File: src/rtl/gpu_fetch_pkg.sv
// Shared types and tag layout for the GPU pixel fetcher.
// Optional feature macro: GPU_PIXEL_FETCH_HSCROLL_EN (fine horizontal scroll).
package gpu_fetch_pkg;

  typedef enum logic [1:0] {
    BPP_1 = 2'd0,
    BPP_2 = 2'd1,
    BPP_4 = 2'd2,
    BPP_8 = 2'd3
  } bpp_t;

  typedef enum logic [1:0] {
    ST_IDLE      = 2'd0,
    ST_WAIT_LINE = 2'd1,
    ST_ACTIVE    = 2'd2
  } fetch_state_t;

  localparam int unsigned TAG_VALID  = 31;
  localparam int unsigned TAG_BPP_HI = 30;
  localparam int unsigned TAG_BPP_LO = 29;
  localparam int unsigned TAG_PIX_W  = 4;

  // Index of the last pixel held in one 16-bit word for a given depth.
  function automatic logic [3:0] pix_last(input bpp_t b);
    case (b)
      BPP_1:   return 4'd15;
      BPP_2:   return 4'd7;
      BPP_4:   return 4'd3;
      default: return 4'd1;
    endcase
  endfunction

endpackage

File: src/rtl/gpu_pixel_fetcher_if.sv
// Read-port bus between the pixel fetcher and the multiplexed GPU RAM.
interface gpu_pixel_fetcher_if #(
  parameter int unsigned ADDR_W = 20
);
  logic [ADDR_W-1:0] rd_addr;
  logic [31:0]       rd_cmd;
  logic [15:0]       rd_data;
  logic [31:0]       rd_cmd_ret;

  modport master (
    output rd_addr,
    output rd_cmd,
    input  rd_data,
    input  rd_cmd_ret
  );

  modport slave (
    input  rd_addr,
    input  rd_cmd,
    output rd_data,
    output rd_cmd_ret
  );
endinterface

File: src/rtl/gpu_pixel_unpack.sv
// Decodes one pixel from a returned RAM word using only the echoed tag.
module gpu_pixel_unpack
  import gpu_fetch_pkg::*;
(
  input  logic        clk,
  input  logic        reset,
  input  logic        tick,
  input  logic [15:0] rd_data,
  input  logic [31:0] rd_cmd_ret,
  output logic [7:0]  pixel_out,
  output logic        pixel_valid
);

  logic [1:0] bpp_c;
  logic [3:0] p_c;
  logic [7:0] end_c;
  logic [3:0] lo_c;
  logic [7:0] shifted_c;
  logic [7:0] pix_c;
  logic       unused_tag_bits;

  assign unused_tag_bits = ^rd_cmd_ret[TAG_BPP_LO-1:TAG_PIX_W];

  // Select the MSB-first field of width 1<<bpp at pixel index p.
  always_comb begin
    bpp_c     = rd_cmd_ret[TAG_BPP_HI:TAG_BPP_LO];
    p_c       = rd_cmd_ret[TAG_PIX_W-1:0];
    end_c     = 8'(({4'd0, p_c} + 8'd1) << bpp_c);
    lo_c      = 4'(8'd16 - end_c);
    shifted_c = 8'(rd_data >> lo_c);
    pix_c     = 8'd0;
    case (bpp_c)
      2'd0:    pix_c = {7'd0, shifted_c[0]};
      2'd1:    pix_c = {6'd0, shifted_c[1:0]};
      2'd2:    pix_c = {4'd0, shifted_c[3:0]};
      default: pix_c = shifted_c;
    endcase
  end

  // Register the decoded pixel once per pixel period; invalid tags give zero.
  always_ff @(posedge clk) begin
    if (reset) begin
      pixel_out   <= 8'd0;
      pixel_valid <= 1'b0;
    end else if (tick) begin
      pixel_valid <= rd_cmd_ret[TAG_VALID];
      pixel_out   <= rd_cmd_ret[TAG_VALID] ? pix_c : 8'd0;
    end
  end

endmodule

File: src/rtl/gpu_pixel_fetcher.sv
// Requester-side client for one read port of the multiplexed GPU RAM.
// Optional feature macro: GPU_PIXEL_FETCH_HSCROLL_EN adds fine_scroll[3:0].
module gpu_pixel_fetcher
  import gpu_fetch_pkg::*;
#(
  parameter int unsigned PC_MAX  = 4,
  parameter int unsigned PC_TICK = 1,
  parameter int unsigned ADDR_W  = 20
)(
  input  logic              clk,
  input  logic              reset,
  input  logic [3:0]        pc_ena_in,
  input  logic              frame_start,
  input  logic              line_start,
  input  logic              hde,
  input  logic              vde,
  input  logic [ADDR_W-1:0] base_addr,
  input  logic [15:0]       line_stride,
  input  logic [1:0]        bpp_mode,
`ifdef GPU_PIXEL_FETCH_HSCROLL_EN
  input  logic [3:0]        fine_scroll,
`endif
  gpu_pixel_fetcher_if.master ram,
  output logic [7:0]        pixel_out,
  output logic              pixel_valid
);

  fetch_state_t      state;
  logic [ADDR_W-1:0] line_addr;
  logic [ADDR_W-1:0] word_addr;
  logic [3:0]        p;
  bpp_t              bpp_q;
  logic [ADDR_W-1:0] rd_addr_q;
  logic [31:0]       rd_cmd_q;

  logic              tick_c;
  logic [3:0]        p_init_c;

  assign tick_c = (pc_ena_in == 4'(PC_TICK)) && (PC_TICK <= PC_MAX);

`ifdef GPU_PIXEL_FETCH_HSCROLL_EN
  assign p_init_c = fine_scroll & pix_last(bpp_t'(bpp_mode));
`else
  assign p_init_c = 4'd0;
`endif

  assign ram.rd_addr = rd_addr_q;
  assign ram.rd_cmd  = rd_cmd_q;

  // Frame/line sequencing and request generation, advancing only on tick.
  always_ff @(posedge clk) begin
    if (reset) begin
      state     <= ST_IDLE;
      line_addr <= '0;
      word_addr <= '0;
      p         <= 4'd0;
      bpp_q     <= BPP_1;
      rd_addr_q <= '0;
      rd_cmd_q  <= 32'd0;
    end else if (tick_c) begin
      if (frame_start) begin
        line_addr <= base_addr;
      end
      case (state)
        ST_IDLE: begin
          rd_cmd_q[TAG_VALID] <= 1'b0;
          if (frame_start) begin
            state <= ST_WAIT_LINE;
          end
        end
        ST_WAIT_LINE: begin
          if (line_start && vde) begin
            // A coincident frame_start must win over the stale line address.
            word_addr <= frame_start ? base_addr : line_addr;
            p         <= p_init_c;
            bpp_q     <= bpp_t'(bpp_mode);
            state     <= ST_ACTIVE;
          end else if (!vde && !frame_start) begin
            state <= ST_IDLE;
          end
        end
        ST_ACTIVE: begin
          if (hde) begin
            rd_addr_q <= word_addr;
            rd_cmd_q  <= {1'b1, bpp_q, 25'd0, p};
            if (p == pix_last(bpp_q)) begin
              p         <= 4'd0;
              word_addr <= word_addr + ADDR_W'(1);
            end else begin
              p <= p + 4'd1;
            end
          end else begin
            if (!frame_start) begin
              line_addr <= line_addr + ADDR_W'(line_stride);
            end
            rd_cmd_q[TAG_VALID] <= 1'b0;
            state               <= ST_WAIT_LINE;
          end
        end
        default: begin
          state <= ST_IDLE;
        end
      endcase
    end
  end

  gpu_pixel_unpack u_unpack (
    .clk         (clk),
    .reset       (reset),
    .tick        (tick_c),
    .rd_data     (ram.rd_data),
    .rd_cmd_ret  (ram.rd_cmd_ret),
    .pixel_out   (pixel_out),
    .pixel_valid (pixel_valid)
  );

endmodule

File: src/flat_wrapper.sv
// flat-port wrapper written by rule: the top's interface ports become plain ports
module gpu_pixel_fetcher_flat import gpu_fetch_pkg::*;
#(
  parameter int unsigned PC_MAX  = 4,
  parameter int unsigned PC_TICK = 1,
  parameter int unsigned ADDR_W  = 20
)
  (clk, reset, pc_ena_in, frame_start, line_start, hde, vde, base_addr, line_stride, bpp_mode, pixel_out, pixel_valid, ram_rd_addr, ram_rd_cmd, ram_rd_data, ram_rd_cmd_ret);
  gpu_pixel_fetcher_if #(.ADDR_W(ADDR_W)) ram_i ();
  input  logic clk;
  input  logic reset;
  input  logic [3:0] pc_ena_in;
  input  logic frame_start;
  input  logic line_start;
  input  logic hde;
  input  logic vde;
  input  logic [ADDR_W-1:0] base_addr;
  input  logic [15:0] line_stride;
  input  logic [1:0] bpp_mode;
  output logic [7:0] pixel_out;
  output logic pixel_valid;
  output wire logic [$bits(ram_i.rd_addr)-1:0] ram_rd_addr;
  output wire logic [$bits(ram_i.rd_cmd)-1:0] ram_rd_cmd;
  input wire logic [$bits(ram_i.rd_data)-1:0] ram_rd_data;
  input wire logic [$bits(ram_i.rd_cmd_ret)-1:0] ram_rd_cmd_ret;
  assign ram_rd_addr = ram_i.rd_addr;
  assign ram_rd_cmd = ram_i.rd_cmd;
  assign ram_i.rd_data = ram_rd_data;
  assign ram_i.rd_cmd_ret = ram_rd_cmd_ret;
  gpu_pixel_fetcher #(.PC_MAX(PC_MAX), .PC_TICK(PC_TICK), .ADDR_W(ADDR_W)) u_core (.clk(clk), .reset(reset), .pc_ena_in(pc_ena_in), .frame_start(frame_start), .line_start(line_start), .hde(hde), .vde(vde), .base_addr(base_addr), .line_stride(line_stride), .bpp_mode(bpp_mode), .ram(ram_i), .pixel_out(pixel_out), .pixel_valid(pixel_valid));
endmodule
File: config.mk
export PLATFORM = sky130hd
export DESIGN_NAME = gpu_pixel_fetcher_flat
export DESIGN_NICKNAME = d
export VERILOG_FILES = /design/src/rtl/gpu_fetch_pkg.sv /design/src/rtl/gpu_pixel_fetcher_if.sv /design/src/rtl/gpu_pixel_unpack.sv /design/src/rtl/gpu_pixel_fetcher.sv /design/src/flat_wrapper.sv
export SDC_FILE = /design/constraint.sdc
export NUM_CORES = 1
export LEC_CHECK = 0
export CELL_PAD_IN_SITES_DETAIL_PLACEMENT = 0
export CELL_PAD_IN_SITES_GLOBAL_PLACEMENT = 1
export CORE_ASPECT_RATIO = 2
export CORE_MARGIN = 3
export CORE_UTILIZATION = 38
export DETAILED_ROUTE_END_ITERATION = 16
export GPL_ROUTABILITY_DRIVEN = 0
export HOLD_SLACK_MARGIN = 0.03
export PLACE_DENSITY = 0.87
export SYNTH_ARGS = -nofsm -noshare
export SYNTH_HDL_FRONTEND = slang
export SYNTH_SLANG_ARGS = --single-unit
File: constraint.sdc
create_clock -name clk -period 8.9 [get_ports clk]
set_clock_uncertainty 0.15 [all_clocks]
set_input_delay 2.67 -clock clk [delete_from_list [all_inputs] [get_ports clk]]
set_output_delay 2.67 -clock clk [all_outputs]
set_load 0.02 [all_outputs]
==> load_flow_metrics.sql, run 1 <==
INSERT INTO impl_metrics (metric_group, metric, value, unit) VALUES
('detailed_routing', 'drt_drc_violations_left', '0', ''),
('sta', 'finalHoldViolations', '0', ''),
('pwr', 'combinationalPowerShare', '18.7', '%'),
('global_route', 'grt_remaining_overflow', '0', ''),
('worst_setup_path', 'crit_path_max_cell_delay', '0.82', 'ns'),
('detailed_routing', 'route.vias.total', '5815', ''),
('die', 'dieArea', '0.0171', 'mm2'),
('die', 'die_width', '93.9', 'um'),
('placement', 'postPlaceCellArea', '0.00696', 'mm2'),
('die', 'design.portCount', '157', ''),
('global_route', 'antenna_violations_before_repair', '0', ''),
('sta', 'relSlewSlack', '37.6', '%'),
('global_route', 'grt_util_all_layers', '20.7', '%'),
('yosys', 'synth_edf_count', '0', ''),
('clock_network', 'tritoncts_clock_tree', 'yes', ''),
('sta', 'period_minus_slack', '5.86', 'ns'),
('detailed_routing', 'drt_iter0_markers', '249', ''),
('die', 'start_util', '39.2', '%'),
('worst_setup_path', 'crit_path_end_kind', 'register', ''),
('detailed_routing', 'detail_route.wl_per_cell', '16.8', 'um'),
('pwr', 'ir_worst_vdd', '86.6', 'uV'),
('sta', 'final.hold.worst_slack', '0.301', 'ns'),
('die', 'fp.coreArea', '0.0150', 'mm2'),
('layout', 'area_growth_syn_to_layout', '23.3', '%'),
('sta', 'max_freq', '171', 'MHz'),
('yosys', 'synthesized_cell_area', '0.00588', 'mm2'),
('pwr', 'power_frac_clock', '40.2', '%'),
('clock_network', 'cts.hold.buffers_added', '0', ''),
('yosys', 'postSynthRegisterBits', '84', ''),
('global_route', 'pin_count_of_the_biggest_net_entering_global_routing', '67', ''),
('clock_network', 'tritoncts_num_sinks', '84', ''),
('run_status', 'outcome', 'finished clean', ''),
('layout', 'most-common-layout-cells', 'clkdlybuf4s50_1, nand2_1, dfxtp_1', ''),
('worst_setup_path', 'timing.critical_path.from_type', 'input pin', ''),
('layout', 'antenna_cells_inserted', '0', ''),
('sta', 'unrepaired_setup_endpoints_after_global_routing', 'no', ''),
('clock_network', 'clock_latency', '0.34', 'ns'),
('pwr', 'power.internal', '0.000675', 'W'),
('yosys', 'synth.yosys.seq_area_share', '28.6', '%'),
('pwr', 'seqPwrFrac', '41.2', '%'),
('clock_network', 'cts.root.buffer_cell', 'clkbuf_16', ''),
('worst_setup_path', 'worstPathMaxFanout', '19', ''),
('detailed_routing', 'wirelength', '17600', 'um'),
('layout', 'finalInstanceArea', '0.00724', 'mm2'),
('detailed_routing', 'detailedRoute.firstPassIterationCount', '5', ''),
('sta', 'finalSetupViolations', '0', ''),
('sta', 'finalMaxSlewViolations', '0', ''),
('placement', 'hpwlAfterDp', '13500', 'um'),
('layout', 'share_of_layout_cells_above_drive_strength_1', '5.16', '%'),
('global_route', 'vias_in_the_first_global_route', '5650', ''),
('pwr', 'power.net_switching', '0.000253', 'W'),
('worst_setup_path', 'critical_path.slowest_cell', 'ha_1', ''),
('global_route', 'grt_pass1_wl', '28300', 'um'),
('clock_network', 'clkSlewWorstSetupHoldPaths', '0.06', 'ns'),
('worst_setup_path', 'critical_path.cell_chain', 'clkdlybuf4s50_1 -> nor3_4 -> inv_4 -> ha_1 -> o21ai_1 -> mux4_2 -> nand4b_1 -> a21oi_1', ''),
('pwr', 'design_power_total', '0.000928', 'W'),
('yosys', 'synth-warning-count', '0', ''),
('yosys', 'synthesis.instances', '766', ''),
('worst_setup_path', 'critical_path.top_delay_family', 'buffers and inverters', ''),
('pwr', 'static-leakage-power', '2.66', 'nW'),
('layout', 'finalNetCount', '965', ''),
('clock_network', 'cts.htree.levels', '3', ''),
('worst_setup_path', 'critical_path_arrival', '5.93', 'ns'),
('sta', 'tightest_slew', '0.929', 'ns'),
('clock_network', 'clockBufferDepth', '2', ''),
('layout', 'layout.cells.most_common', 'clkdlybuf4s50_1', ''),
('sta', 'min_period_over_period', '65.9', '%'),
('yosys', 'synth-async-reset-ratio', '0', '%'),
('clock_network', 'postCtsSetupRepairBufs', '0', ''),
('yosys', 'syn_avg_cell_area', '7.67', 'um2'),
('worst_setup_path', 'path_class', 'in2reg', '');
metrics by stage:
step | std cells | utilization, % | setup WS, ns
2_1_floorplan | 790 | - | 3.94
3_3_place_gp | 1032 | 46.5 | 2.72
3_5_place_dp | 1032 | 46.5 | 2.67
4_1_cts | 1048 | 48.4 | 3.05
5_1_grt | 1048 | 48.4 | 2.81
6_report | 1048 | 48.4 | 3.04
Yosys cell counts, drive strengths merged, types with 3 or more instances:
| library cell | n | share of area, % |
|---|---|---|
| a2111oi | 4 | 0.72 |
| a211o | 4 | 0.60 |
| a211oi | 16 | 2.0 |
| a21o | 6 | 0.77 |
| a21oi | 77 | 6.7 |
| a221o | 3 | 0.51 |
| a221oi | 3 | 0.45 |
| a22oi | 8 | 1.0 |
| a31oi | 9 | 0.96 |
| and2 | 4 | 0.43 |
| and3 | 8 | 0.85 |
| buf | 38 | 4.6 |
| clkbuf | 29 | 1.9 |
| dfxtp | 84 | 29 |
| ha | 20 | 4.3 |
| inv | 15 | 1.0 |
| mux2 | 3 | 0.57 |
| mux2i | 54 | 9.2 |
| nand2 | 101 | 6.5 |
| nand2b | 6 | 0.64 |
| nand3 | 21 | 2.0 |
| nand4 | 5 | 0.53 |
| nor2 | 79 | 5.2 |
| nor2b | 9 | 0.96 |
| nor3 | 27 | 2.5 |
| o211ai | 6 | 0.77 |
| o21a | 5 | 0.64 |
| o21ai | 55 | 4.7 |
| o21bai | 5 | 0.64 |
| o22ai | 4 | 0.43 |
| o31ai | 3 | 0.38 |
| xnor2 | 11 | 2.0 |
| xor2 | 6 | 0.89 |
cell families (layout without fill, tap and decap cells):
kind of cell / after synthesis / in the layout / synth area share, %
flops: 84 / 84 / 28.6
xor+xnor: 17 / 17 / 2.85
fa+ha+maj: 21 / 21 / 4.60
other cells: 1 / 25 / 0.0638
mux: 58 / 58 / 10.2
buf+inv: 82 / 145 / 7.41
simple gates: 275 / 275 / 21.8
compound gates: 228 / 228 / 24.5
state kept, by name (all words and copies together) (netlist names):
name                         count
u_core.state                     2
u_core.ram.rd_cmd                7
u_core.u_unpack.pixel_out        8
u_core.ram.rd_addr              20
u_core.line_addr                20
u_core.word_addr                20
u_core.p                         4
u_core.bpp_q                     2
u_core.u_unpack.pixel_valid      1
layout make-up:
| class | count | area (um2) |
|---|---|---|
| Clock buffer | 11 | 233 |
| Tap cell | 195 | 244 |
| Sequential cell | 84 | 1680 |
| Fill cell | 1583 | 7730 |
| Inverter | 15 | 58.8 |
| Timing Repair Buffer | 114 | 1120 |
| Multi-Input combinational cell | 624 | 3860 |
| Clock inverter | 5 | 52.6 |
final timing paths:
kind              slack (ns)              startpoint  depth (start not counted)                      endpoint
setup / recovery        3.04      ram_rd_cmd_ret[29]                          8  u_core.u_unpack.pixel_out[1]
hold / removal          0.30  u_core.ram.rd_addr[12]                          2        u_core.ram.rd_addr[12]
setup reg to reg        5.99     u_core.line_addr[0]                         10          u_core.line_addr[14]
hold reg to reg         0.30  u_core.ram.rd_addr[12]                          2        u_core.ram.rd_addr[12]
tightest hold or removal path: cells and delay by family (launching register included):
kind	cells	cell delay [ns]
AO/OA/AOI/OAI	1	0.05
AND/OR/NAND/NOR	1	0.05
flip-flops	1	0.31
power groups by stage:
stage                     clock [W]  sequential (W)  combinational, W
after CTS                  0.000380        0.000382          0.000173
after global placement            0        0.000391          0.000171
after detailed placement          0        0.000391          0.000172
after global routing       0.000397        0.000383          0.000188
final                      0.000373        0.000382          0.000173
after floorplan                   0        0.000389          0.000122
routing by layer:
layer	GRT usage, %	share of wire, %
met1	21.4	37
met2	39.2	55
met3	3.69	4.2
met4	8.74	3.2
met5	0	0
No activity file was read; power rests on OpenSTA's default activity.
==> inputs of run 2 (changes only) <==
CORE_UTILIZATION = 36   (was 38)
PLACE_DENSITY = 0.83   (was 0.87)
clock period = 5.9 ns   (was 8.9 ns; I/O delays follow)
==> run 2 against run 1 <==
Net effect: wire length grew 0.84%; cell count grew 0.67%; clock power grew 62%; critical path depth grew 1; first-iteration DRC count shrank 19%.
==> load_flow_metrics.sql, run 2 (synthesized netlist as in run 1, its figures left out) <==
INSERT INTO impl_metrics (metric_group, metric, value, unit) VALUES
('run_status', 'outcome', 'finished clean', ''),
('die', 'dieArea', '0.0180', 'mm2'),
('detailed_routing', 'top_layer', 'met4', ''),
('die', 'start_util', '37.1', '%'),
('worst_setup_path', 'path_class', 'in2reg', ''),
('worst_setup_path', 'timing.rr.end', 'u_core.line_addr[14]', ''),
('global_route', 'grt_pass1_wl', '28400', 'um'),
('layout', 'share_of_layout_cells_above_drive_strength_1', '5.27', '%'),
('detailed_routing', 'via_per_inst', '5.54', ''),
('global_route', 'grt_remaining_overflow', '0', ''),
('layout', 'layout.cells.most_common', 'clkdlybuf4s50_1', ''),
('detailed_routing', 'detailedRoute.firstPassIterationCount', '5', ''),
('clock_network', 'cts.hold.buffers_added', '0', ''),
('clock_network', 'numCtsBuffers', '9', ''),
('die', 'chipHeight', '187', 'um'),
('pwr', 'static-leakage-power', '2.67', 'nW'),
('detailed_routing', 'routed-wl-met3', '694', 'um'),
('sta', 'unrepaired_setup_endpoints_after_global_routing', 'no', ''),
('placement', 'port-buffer-count', '106', ''),
('clock_network', 'clock_latency', '0.35', 'ns'),
('detailed_routing', 'final_antenna_net_count', '0', ''),
('global_route', 'grt_util_all_layers', '20.1', '%'),
('layout', 'most-common-layout-cells', 'clkdlybuf4s50_1, nand2_1, dfxtp_1', ''),
('clock_network', 'cts-resized-gates', '0', ''),
('worst_setup_path', 'worstRegToRegCells', '10', ''),
('die', 'design.portCount', '157', ''),
('layout', 'finalNetCount', '967', ''),
('detailed_routing', 'detail_route.wl_per_cell', '16.8', 'um'),
('clock_network', 'clockBufferDepth', '2', ''),
('worst_setup_path', 'crit_path_end_kind', 'register', ''),
('detailed_routing', 'drt_drc_violations_left', '0', ''),
('clock_network', 'cts.htree.levels', '3', ''),
('flow_run', 'timing.max_cap.violations', '0', ''),
('pwr', 'pwr_density_cell', '198', 'mW/mm2'),
('sta', 'finalHoldViolations', '0', ''),
('detailed_routing', 'route.vias.total', '5848', ''),
('sta', 'tightest_slew', '0.984', 'ns'),
('layout', 'fin_util', '46.0', '%'),
('pwr', 'ir_worst_vdd', '137', 'uV'),
('sta', 'min_period_over_period', '83.7', '%'),
('die', 'rows', '65', ''),
('worst_setup_path', 'critical_path_endpoint', 'u_core.u_unpack.pixel_out[1]', ''),
('sta', 'finalMaxSlewViolations', '0', ''),
('clock_network', 'postCtsSetupRepairBufs', '0', ''),
('sta', 'relSlewSlack', '34.0', '%'),
('detailed_routing', 'drt_iter0_markers', '202', ''),
('sta', 'final.hold.worst_slack', '0.300', 'ns'),
('clock_network', 'cts.root.buffer_cell', 'clkbuf_16', ''),
('die', 'die_width', '96.3', 'um'),
('sta', 'max_freq', '203', 'MHz'),
('worst_setup_path', 'critPathRequiredTime', '5.95', 'ns'),
('layout', 'num-fill-cells', '1660', ''),
('placement', 'hpwlAfterDp', '13800', 'um'),
('worst_setup_path', 'reg2reg_from', 'u_core.line_addr[0]', ''),
('clock_network', 'tritoncts_num_sinks', '84', ''),
('worst_setup_path', 'critical_path_arrival', '4.98', 'ns'),
('sta', 'finalSetupViolations', '0', ''),
('clock_network', 'tritoncts_clock_tree', 'yes', ''),
('layout', 'antenna_cells_inserted', '0', ''),
('die', 'fp.coreArea', '0.0159', 'mm2'),
('worst_setup_path', 'rrSetupSlack', '2.99', 'ns'),
('layout', 'area_growth_syn_to_layout', '24.0', '%'),
('sta', 'period_minus_slack', '4.94', 'ns'),
('worst_setup_path', 'cp-startpoint', 'ram_rd_cmd_ret[0]', ''),
('placement', 'dp_worst_setup_slack', '0.596', 'ns'),
('sta', 'setup-tns-final', '0', 'ns'),
('sta', 'post-route-worst-setup-slack', '0.964', 'ns'),
('detailed_routing', 'detail_route.wirelength.met1', '6440', 'um'),
('detailed_routing', 'total_length_of_routed_met2_wires', '9560', 'um'),
('hold_path', 'min_path_cells', '2', ''),
('worst_setup_path', 'worstPathMaxFanout', '19', ''),
('hold_path', 'hold_path_class', 'reg2reg', ''),
('global_route', 'vias_in_the_first_global_route', '5744', ''),
('worst_setup_path', 'timing.critical_path.from_type', 'input pin', ''),
('detailed_routing', 'wirelength', '17800', 'um'),
('global_route', 'pin_count_of_the_biggest_net_entering_global_routing', '79', ''),
('clock_network', 'clkSlewWorstSetupHoldPaths', '0.06', 'ns'),
('global_route', 'antenna_violations_before_repair', '0', '');
[run 2: cell types whose count changed in the layout (fill, tap and decap cells not counted)]
| cell | delta |
|---|---|
| buf_4 | +2 |
| bufinv_16 | +1 |
| clkinv_2 | -3 |
| clkinvlp_4 | +1 |
[run 2: worst min-delay path by stage]
stage	from	end	slack [ns]
2_1_floorplan	u_core.word_addr[4]	u_core.ram.rd_addr[4]	0.29
3_3_place_gp	u_core.ram.rd_addr[16]	u_core.ram.rd_addr[16]	0.29
3_5_place_dp	u_core.u_unpack.pixel_out[7]	u_core.u_unpack.pixel_out[7]	0.29
5_1_grt	u_core.ram.rd_addr[11]	u_core.ram.rd_addr[11]	0.32
6_report	u_core.u_unpack.pixel_out[7]	u_core.u_unpack.pixel_out[7]	0.30
4_1_cts	u_core.ram.rd_addr[14]	u_core.ram.rd_addr[14]	0.30
[run 2: layer usage]
layer,vias to the layer above,track usage (%)
li1,2899,-
met1,2722,20.3
met2,171,36.8
met3,56,2.82
met4,0,12.6
met5,-,0
[run 2: power by group]
part           switching (W)  internal [W]  total (W)
Clock               0.000234      0.000369   0.000603
Sequential        0.00000519      0.000572   0.000577
Combinational       0.000141      0.000122   0.000263
Total               0.000381       0.00106    0.00144
[run 2: layout make-up]
type,count,area (um2),area share (%)
Sequential cell,84,1680,23.1
Clock buffer,11,233,3.19
Multi-Input combinational cell,624,3860,52.9
Inverter,15,58.8,0.807
Timing Repair Buffer,116,1130,15.5
Tap cell,201,251,3.45
Clock inverter,4,75.1,1.03
[run 2: worst max-delay path: stages]
cell and delay (ns):
clkdlybuf4s50_1 0.64, ha_1 0.49, nor2_1 0.07, a211o_1 0.26
ha_1 0.77, o21ai_1 0.28, mux4_2 0.51, nand4b_1 0.11
a21oi_1 0.07
[run 2: through the flow]
| step | power, W | instances | cell area [um2] |
|---|---|---|---|
| detailed placement | 0.000852 | 1040 | 6980 |
| global placement | 0.000851 | 1040 | 6980 |
| global route | 0.00150 | 1055 | 7290 |
| finish | 0.00144 | 1055 | 7290 |
| floorplan | 0.000772 | 790 | 5970 |
| CTS | 0.00145 | 1055 | 7290 |
==> inputs of run 3 (changes only) <==
CORE_UTILIZATION = 32   (was 36)
PLACE_DENSITY = 0.78   (was 0.83)
clock period = 3.97 ns   (was 5.9 ns; I/O delays follow)
==> run 3 against run 2 <==
Net effect: first-iteration DRC count up 3.0%; setup slack worse by 0.67 ns; power up 52%; combinational power up 59%; core utilization down 3.5 points; global-route usage down 2.2 points; register-to-register slack worse by 1.7 ns; critical path depth up 3; critical path type unchanged; critical endpoint is now u_core.line_addr[14]; largest power group unchanged; highest routed layer unchanged.
==> load_flow_metrics.sql, run 3 (synthesized netlist as in run 1, its figures left out) <==
INSERT INTO impl_metrics (metric_group, metric, value, unit) VALUES
('run_status', 'outcome', 'finished clean', ''),
('placement', 'port-buffer-count', '106', ''),
('worst_setup_path', 'critical_path_arrival', '3.76', 'ns'),
('pwr', 'static-leakage-power', '2.85', 'nW'),
('worst_setup_path', 'timing.critical_path.from_type', 'input pin', ''),
('clock_network', 'postCtsSetupRepairBufs', '0', ''),
('sta', 'finalSetupViolations', '0', ''),
('clock_network', 'numCtsBuffers', '9', ''),
('worst_setup_path', 'critical_path_buf_inv_count', '3', ''),
('worst_setup_path', 'cp-startpoint', 'line_stride[0]', ''),
('hold_path', 'hold_path_class', 'reg2reg', ''),
('global_route', 'antenna_violations_before_repair', '0', ''),
('pwr', 'pwr_density_cell', '288', 'mW/mm2'),
('clock_network', 'tritoncts_num_sinks', '84', ''),
('detailed_routing', 'drt_iter0_markers', '208', ''),
('detailed_routing', 'final_antenna_net_count', '0', ''),
('die', 'fp.coreArea', '0.0179', 'mm2'),
('worst_setup_path', 'rrSetupSlack', '1.30', 'ns'),
('hold_path', 'timing.hold.worst.start', 'u_core.ram.rd_addr[0]', ''),
('layout', 'fin_util', '42.5', '%'),
('worst_setup_path', 'crit_path_max_cell_delay', '0.51', 'ns'),
('worst_setup_path', 'path_class', 'in2reg', ''),
('layout', 'finalNetCount', '1002', ''),
('pwr', 'design_power_total', '0.00219', 'W'),
('sta', 'max_freq', '272', 'MHz'),
('sta', 'finalHoldViolations', '0', ''),
('layout', 'area_growth_syn_to_layout', '29.1', '%'),
('worst_setup_path', 'crit_path_end_kind', 'register', ''),
('worst_setup_path', 'critical_path.slowest_cell', 'clkdlybuf4s50_1', ''),
('worst_setup_path', 'timing.rr.end', 'u_core.line_addr[14]', ''),
('clock_network', 'cts.htree.levels', '3', ''),
('clock_network', 'cts.hold.buffers_added', '0', ''),
('layout', 'layout.cells.most_common', 'clkdlybuf4s50_1', ''),
('global_route', 'grt_remaining_overflow', '0', ''),
('layout', 'share_of_layout_cells_above_drive_strength_1', '9.10', '%'),
('global_route', 'grt_pass1_wl', '28800', 'um'),
('clock_network', 'cts-resized-gates', '0', ''),
('clock_network', 'cts.root.buffer_cell', 'clkbuf_16', ''),
('die', 'die_width', '102', 'um'),
('sta', 'unrepaired_setup_endpoints_after_global_routing', 'no', ''),
('layout', 'antenna_cells_inserted', '0', ''),
('clock_network', 'clkSlewWorstSetupHoldPaths', '0.06', 'ns'),
('die', 'rows', '69', ''),
('die', 'design.portCount', '157', ''),
('detailed_routing', 'drt_drc_violations_left', '0', ''),
('worst_setup_path', 'critical_path.top_delay_family', 'compound AO/OA/AOI/OAI gates', ''),
('clock_network', 'tritoncts_clock_tree', 'yes', ''),
('hold_path', 'min_path_cells', '2', ''),
('worst_setup_path', 'worstRegToRegCells', '11', ''),
('placement', 'hpwlAfterDp', '14200', 'um'),
('sta', 'finalMaxSlewViolations', '0', ''),
('die', 'dieArea', '0.0201', 'mm2'),
('detailed_routing', 'route.vias.total', '5877', ''),
('detailed_routing', 'detailedRoute.firstPassIterationCount', '5', ''),
('flow_run', 'timing.max_cap.violations', '0', ''),
('sta', 'min_period_over_period', '92.6', '%'),
('pwr', 'ir_worst_vdd', '167', 'uV'),
('die', 'start_util', '32.9', '%'),
('detailed_routing', 'wirelength', '18000', 'um'),
('layout', 'finish.cell_count_without_fillers', '1103', ''),
('sta', 'tightest_slew', '0.973', 'ns'),
('worst_setup_path', 'critical_path.cell_chain', 'clkdlybuf4s50_1 -> ha_1 -> inv_1 -> fa_1 -> nor2b_1 -> o31a_1 -> a31o_2 -> nor2_1 -> o31ai_1 -> buf_4 -> xnor2_1 -> a2111oi_1', ''),
('sta', 'setup-tns-final', '0', 'ns'),
('worst_setup_path', 'worstPathMaxFanout', '3', ''),
('die', 'chipHeight', '198', 'um'),
('worst_setup_path', 'critPathRequiredTime', '4.05', 'ns'),
('global_route', 'grt_util_all_layers', '17.9', '%'),
('global_route', 'pin_count_of_the_biggest_net_entering_global_routing', '55', ''),
('sta', 'period_minus_slack', '3.68', 'ns'),
('detailed_routing', 'detail_route.wl_per_cell', '16.3', 'um'),
('placement', 'numPlacedInstances', '1087', ''),
('detailed_routing', 'via_per_inst', '5.33', ''),
('sta', 'relSlewSlack', '34.7', '%'),
('hold_path', 'hold_path_end', 'u_core.ram.rd_addr[0]', ''),
('global_route', 'vias_in_the_first_global_route', '5790', ''),
('worst_setup_path', 'reg2reg_from', 'u_core.line_addr[0]', ''),
('clock_network', 'clockBufferDepth', '2', ''),
('layout', 'most-common-layout-cells', 'clkdlybuf4s50_1, nand2_1, dfxtp_1', ''),
('clock_network', 'clock_latency', '0.34', 'ns');
==> run 3: power by group <==
part / switching (W) / internal (W)
logic: 0.000214 / 0.000204
registers: 0.00000768 / 0.000849
clock network: 0.000362 / 0.000552
total: 0.000583 / 0.00161
==> run 3: per-stage QoR <==
step	hold WS, ns	setup slack (ns)	area [um2]
floorplan	0.290	0.493	5970
global placement	0.295	-0.0427	7270
detailed placement	0.298	-0.0839	7270
CTS	0.306	0.270	7590
global route	0.325	0.111	7590
finish	0.303	0.294	7590
==> run 3: per-layer routing <==
layer / up-vias / GRT usage, % / routed length [um]
met2: 155 / 34.7 / 10100
met5: - / 0 / 0
li1: 2965 / - / -
met4: 0 / 7.35 / 567
met3: 29 / 2.09 / 666
met1: 2728 / 18.9 / 6690
==> run 3: area by class of cell <==
class	instances	area [um2]
fillers	1878	10300
multi-input cells	624	3860
flip-flops and latches	84	1680
repair buffers	151	1410
well taps	213	267
clock buffers	10	229
clock inverters	6	88.8
inverters	15	58.8
==> run 3: worst max-delay path by stage <==
stage | cells past startpoint | slack (ns) | to
floorplan | 12 | 0.49 | u_core.u_unpack.pixel_out[0]
global placement | 10 | -0.04 | u_core.u_unpack.pixel_out[7]
detailed placement | 12 | -0.08 | u_core.line_addr[14]
CTS | 12 | 0.27 | u_core.line_addr[14]
global route | 12 | 0.11 | u_core.line_addr[14]
finish | 12 | 0.29 | u_core.line_addr[14]
==> run 3: worst reg2reg max path, cell delays in order, from the launching register on <==
cell and delay, ns:
dfxtp_1 0.36, ha_1 0.18, inv_1 0.06, fa_1 0.38
nor2b_1 0.15, o31a_1 0.16, a31o_2 0.21, nor2_1 0.06
o31ai_1 0.25, buf_4 0.17, xnor2_1 0.06, a2111oi_1 0.38
